## src/rtl/syx_param_decoder.sv

```systemverilog
// MIDI SysEx parameter decoder: turns F0/ID/CMD/(SEL,ADDR,DATA)*/F7 streams into
// one-pulse parameter transactions. Define SYX_DATA8_EN for two-nibble 8-bit data.
module syx_param_decoder #(
    parameter int         addr_width = 7,
    parameter int         num_lines  = 7,
    parameter logic [6:0] MANUF_ID   = 7'h7D
) (
    input  logic                  clk,
    input  logic                  reset,
    input  logic                  byte_ready,
    input  logic [7:0]            midi_byte,
    output logic                  syx_data_ready,
    output logic                  dec_syx,
    output logic [addr_width-1:0] dec_addr,
    output logic [num_lines-1:0]  dec_sel_bus,
    output logic [7:0]            dec_data,
    output logic                  syx_active,
    output logic                  syx_err
);

    typedef enum logic [2:0] {
        IDLE, MANUF, CMD, SEL, ADDR, DATA, DATA_LO, SKIP
    } state_t;

    localparam logic [7:0] NUM_LINES_B = 8'(num_lines);

    state_t state, next_state;

    logic                  rd_q;
    logic [6:0]            sel_q;
    logic [addr_width-1:0] addr_q;
    logic                  bad_q;
    logic [num_lines-1:0]  sel_onehot;
    logic [7:0]            data_next;

    logic clear_err, set_err, load_cmd, load_sel, load_addr, commit;
    logic sel_bad;

    assign sel_bad = ({1'b0, midi_byte[6:0]} >= NUM_LINES_B);

`ifdef SYX_DATA8_EN
    logic [3:0] hi_q;
    logic       load_hi;
    logic       nibble_bad;
    assign nibble_bad = (midi_byte[6:4] != 3'b000);
    assign data_next  = {hi_q, midi_byte[3:0]};
`else
    assign data_next  = {1'b0, midi_byte[6:0]};
`endif

    always_comb begin
        sel_onehot = '0;
        for (int i = 0; i < num_lines; i++) begin
            sel_onehot[i] = (sel_q == 7'(i));
        end
    end

    always_ff @(posedge clk or posedge reset) begin
        if (reset) begin
            state <= IDLE;
        end else begin
            state <= next_state;
        end
    end

    // Status bytes override the parse state; real-time bytes (F8-FF) are transparent.
    always_comb begin
        next_state = state;
        clear_err  = 1'b0;
        set_err    = 1'b0;
        load_cmd   = 1'b0;
        load_sel   = 1'b0;
        load_addr  = 1'b0;
        commit     = 1'b0;
`ifdef SYX_DATA8_EN
        load_hi    = 1'b0;
`endif
        if (byte_ready) begin
            if (midi_byte[7]) begin
                if (midi_byte[7:3] == 5'b11111) begin
                    next_state = state;
                end else if (midi_byte == 8'hF0) begin
                    next_state = MANUF;
                    clear_err  = 1'b1;
                end else begin
                    next_state = IDLE;
                end
            end else begin
                case (state)
                    MANUF: next_state = (midi_byte[6:0] == MANUF_ID) ? CMD : SKIP;
                    CMD: begin
                        if (midi_byte[6:1] == 6'd0) begin
                            load_cmd   = 1'b1;
                            next_state = SEL;
                        end else begin
                            next_state = SKIP;
                        end
                    end
                    SEL: begin
                        load_sel   = 1'b1;
                        set_err    = sel_bad;
                        next_state = ADDR;
                    end
                    ADDR: begin
                        load_addr  = 1'b1;
                        next_state = DATA;
                    end
`ifdef SYX_DATA8_EN
                    DATA: begin
                        load_hi    = 1'b1;
                        set_err    = nibble_bad;
                        next_state = DATA_LO;
                    end
                    DATA_LO: begin
                        set_err    = nibble_bad;
                        commit     = !bad_q && !nibble_bad;
                        next_state = SEL;
                    end
`else
                    DATA: begin
                        commit     = !bad_q;
                        next_state = SEL;
                    end
`endif
                    default: next_state = state;
                endcase
            end
        end
    end

    // A bad triple still walks SEL/ADDR/DATA so the following triple stays aligned.
    always_ff @(posedge clk or posedge reset) begin
        if (reset) begin
            rd_q           <= 1'b0;
            sel_q          <= '0;
            addr_q         <= '0;
            bad_q          <= 1'b0;
            syx_data_ready <= 1'b0;
            dec_syx        <= 1'b0;
            dec_addr       <= '0;
            dec_sel_bus    <= '0;
            dec_data       <= '0;
            syx_err        <= 1'b0;
`ifdef SYX_DATA8_EN
            hi_q           <= '0;
`endif
        end else begin
            syx_data_ready <= commit;
            if (clear_err) begin
                syx_err <= 1'b0;
            end else if (set_err) begin
                syx_err <= 1'b1;
            end
            if (load_cmd) begin
                rd_q <= midi_byte[0];
            end
            if (load_sel) begin
                sel_q <= midi_byte[6:0];
                bad_q <= sel_bad;
            end
            if (load_addr) begin
                addr_q <= midi_byte[addr_width-1:0];
            end
`ifdef SYX_DATA8_EN
            if (load_hi) begin
                hi_q <= midi_byte[3:0];
                if (nibble_bad) begin
                    bad_q <= 1'b1;
                end
            end
`endif
            if (commit) begin
                dec_syx     <= rd_q;
                dec_addr    <= addr_q;
                dec_sel_bus <= sel_onehot;
                dec_data    <= data_next;
            end
        end
    end

    assign syx_active = (state != IDLE);

endmodule

```

## config.mk

```make
export PLATFORM = sky130hd
export DESIGN_NAME = syx_param_decoder
export DESIGN_NICKNAME = d
export VERILOG_FILES = /design/src/rtl/syx_param_decoder.sv
export SDC_FILE = /design/constraint.sdc
export NUM_CORES = 1
export LEC_CHECK = 0
export ABC_AREA = 1
export BUFFER_PORTS_ARGS = -buffer_cell sky130_fd_sc_hd__buf_2
export CAP_MARGIN = 20
export CORE_UTILIZATION = 49
export DETAILED_ROUTE_END_ITERATION = 6
export GPL_TIMING_DRIVEN = 0
export MAX_ROUTING_LAYER = met4
export PLACE_DENSITY = 0.75
export SYNTH_ARGS = -nofsm -noshare
export SYNTH_HDL_FRONTEND = slang
export SYNTH_SLANG_ARGS = --single-unit
```

## constraint.sdc

```tcl
create_clock -name clk -period 1.26 [get_ports clk]
set_clock_uncertainty 0.1 [all_clocks]
set_input_delay 0.252 -clock clk [delete_from_list [all_inputs] [get_ports clk]]
set_output_delay 0.252 -clock clk [all_outputs]
set_load 0.01 [all_outputs]
```

==> impl_metrics.csv <==
group,metric,value,unit
grt,grt_start_max_net_pins,44,
sta,period_share,1.16,
cells_and_area,final_area,0.00268,mm^2
die,coreArea,0.00377,mm^2
sta,max_freq,0.685,GHz
synth,synth_edf_count,0,
clocking,cts_tree,"yes",
place,gp_congestion,0.847,
power_and_ir_drop,clkPwrFrac,0.149,
synth,synth_cell_types,23,
clocking,clk_latency,300,ps
power_and_ir_drop,p_per_area,2170,mW/mm^2
power_and_ir_drop,leakagePower,1.37,nW
power_and_ir_drop,switching_power,2.35,mW
setup_path,critPathLaunchType,"flop",
setup_path,crit_path_end_kind,"flop",
clocking,clk_pin_slew,90,ps
detailed_routing,drtIter0Drc,84,
synth,synth.area.top_cells,"dfrtp_1 54%, nand2_1 16%, inv_1 4.4%, o21ai_0 4.3%, o21ai_2 3.5%",
die,die_y,65.5,um
synth,syn_avg_cell_area,8.48,um^2
setup_path,cp.required,1350,ps
worst_hold_path,hp-class,"in -> async",
die,die_x,65.5,um
cells_and_area,syn_to_final_growth,35.8,%
place,place_area,0.00222,mm^2
sta,drv_slew,0,
grt,grt_usage,0.219,
synth,synth_area,0.00198,mm^2
synth,yosys.cell_count.top_type,"nand2_1",
cells_and_area,final_nets,304,
die,die-area,0.00429,mm^2
sta,hold_viol,0,
setup_path,cp_data_arrival_time,1550,ps
detailed_routing,routed_via_density,5.00,
synth,syn_inst,233,
run_status,status,"finished with violations",
die,start_util,0.524,
sta,slew_headroom,0.385,
die,io_pins,37,
sta,tightest_slew,921,ps
synth,yosysTopAreaCell,"dfrtp_1",
setup_path,crit_type,"reg -> reg",
detailed_routing,routed_wl,4.55,mm
clocking,clock-sinks,43,
sta,final.min_clock_period,1460,ps
run_status,violations,"setup timing",
clocking,clk_path_buf_depth,2,
sta,fin_ws,-199,ps
clocking,numCtsBuffers,5,
detailed_routing,dr.pass1.iters,4,
place,portBuffers,35,
power_and_ir_drop,combPwrFrac,0.451,
sta,finalSetupViolCount,40,
sta,whs,36.1,ps
die,rows,22,
grt,gr-total-overflow,0,
clocking,clockRootBuffer,"clkbuf_8",
power_and_ir_drop,p_seq_frac,0.401,
synth,yosys_warnings,0,
detailed_routing,wire_per_inst,13.3,um
synth,yosys-top-cells-count,"85 x nand2_1, 43 x dfrtp_1, 23 x inv_1, 17 x o21ai_0, 12 x nor2_1",
sta,rsz0062_at_grt,"true",
detailed_routing,drc,0,
flow_run,drv_cap,0,
power_and_ir_drop,p_sw_frac,0.404,
synth,synth_top_area_share,0.545,
synth,ys_ff_latch,43,
cells_and_area,drive_above_1_share,0.427,
setup_path,cp_max_fo,10,
detailed_routing,via_count,1704,
power_and_ir_drop,p_int,3.47,mW
grt,grt_pass1_wl,6.96,mm
synth,synth_nets,245,
grt,antenna_found_initial,0,
place,place_ws,-228,ps
synth,ys.flop_type,"dfrtp_1",
synth,async_flop_share,1.00,
synth,ys_seq_area_frac,0.545,
cells_and_area,num_antenna_cells,0,
clocking,cts_hold_buf,0,
grt,grt_pass1_vias,1597,
place,post-dp-hpwl,2.82,mm
detailed_routing,ant_nets,0,
power_and_ir_drop,ir_drop,1.32,mV
clocking,htreeDepth,2,
==> power groups by stage <==
stage	Clock, mW	Combinational (mW)	Sequential (mW)
after global routing	0.931	2.88	2.39
final	0.865	2.62	2.33
after detailed placement	0	1.73	2.29
after floorplan	0	1.10	2.36
after CTS	0.868	2.03	2.27
after global placement	0	1.68	2.27
==> per-layer routing <==
metal / vias up / routed length, um / GRT usage
li1: 851 / - / -
met1: 804 / 2010 / 0.284
met2: 42 / 2320 / 0.353
met3: 7 / 165 / 0.0434
met4: 0 / 46 / 0.0571
met5: - / 0 / -
==> final cells by class <==
cell class / instances / area [um^2]
fill: 300 / 1090
sequential: 43 / 1080
multi-input combinational: 157 / 915
timing repair buffer: 52 / 360
inverter: 27 / 113
clock buffer: 6 / 72.6
buffer: 6 / 71.3
tap: 48 / 60.1
clock inverter: 2 / 12.5
==> cells in the final DEF, fill, tap and decap left out, types with 8 or more instances in the layout <==
cell / n
buf_2: 35
buf_4: 10
buf_6: 9
dfrtp_1: 40
inv_1: 20
nand2_1: 71
nand2_2: 13
nor2_1: 9
o21ai_0: 8
o21ai_1: 9
o21ai_2: 16
==> registers in the layout, indices dropped and copies added (netlist names) <==
| register | flops |
|---|---|
| sel_q | 7 |
| addr_q | 7 |
| dec_addr | 7 |
| dec_data | 7 |
| syx_err | 1 |
| state | 3 |
| rd_q | 1 |
| dec_syx | 1 |
| dec_sel_bus | 7 |
| syx_data_ready | 1 |
| bad_q | 1 |
==> final timing paths <==
kind	startpoint	endpoint	slack, ps	depth (start not counted)
setup / recovery	state[1]	dec_data[4]	-200	7
hold reg to reg	dec_addr[0]	dec_addr[0]	370	2
hold / removal	reset	dec_data[5]	40	2
setup reg to reg	state[1]	dec_data[4]	-200	7
min in group clk	midi_byte[1]	sel_q[1]	120	3
max in group asynchronous	reset	state[2]	490	2
==> critical path: stages (launching register included) <==
cell,delay (ps)
dfrtp_2,460
inv_4,100
nand3_4,80
nor3_4,180
inv_2,120
buf_6,170
nand2_1,80
o21ai_2,50
==> timing repair <==
action | CTS | global route
endpoints found under the setup margin | 43 | 44
cloned | 0 | 3
setup buffers | 10 | 4
gates resized for setup | 11 | 57
pin swaps | 4 | 16
==> metrics by stage <==
stage | cells | power, mW | utilization | setup TNS [ps]
detailed placement | 316 | 4.02 | 0.589 | -6610
floorplan | 233 | 3.46 | - | -1080
finish | 341 | 5.82 | 0.712 | -5140
global route | 341 | 6.20 | 0.712 | -7690
global placement | 316 | 3.95 | 0.589 | -5690
CTS | 334 | 5.17 | 0.641 | -5060
==> cell families (layout without fill, tap and decap cells) <==
| kind of cell | count (synthesis) | in the layout | synth area share |
|---|---|---|---|
| compound gates | 34 | 34 | 0.101 |
| fa+ha+maj | 1 | 1 | 0.00633 |
| buf+inv | 33 | 93 | 0.0804 |
| flops | 43 | 43 | 0.545 |
| other cells | 1 | 1 | 0.00190 |
| simple gates | 121 | 121 | 0.265 |
Power figures use the tool's default switching activity.
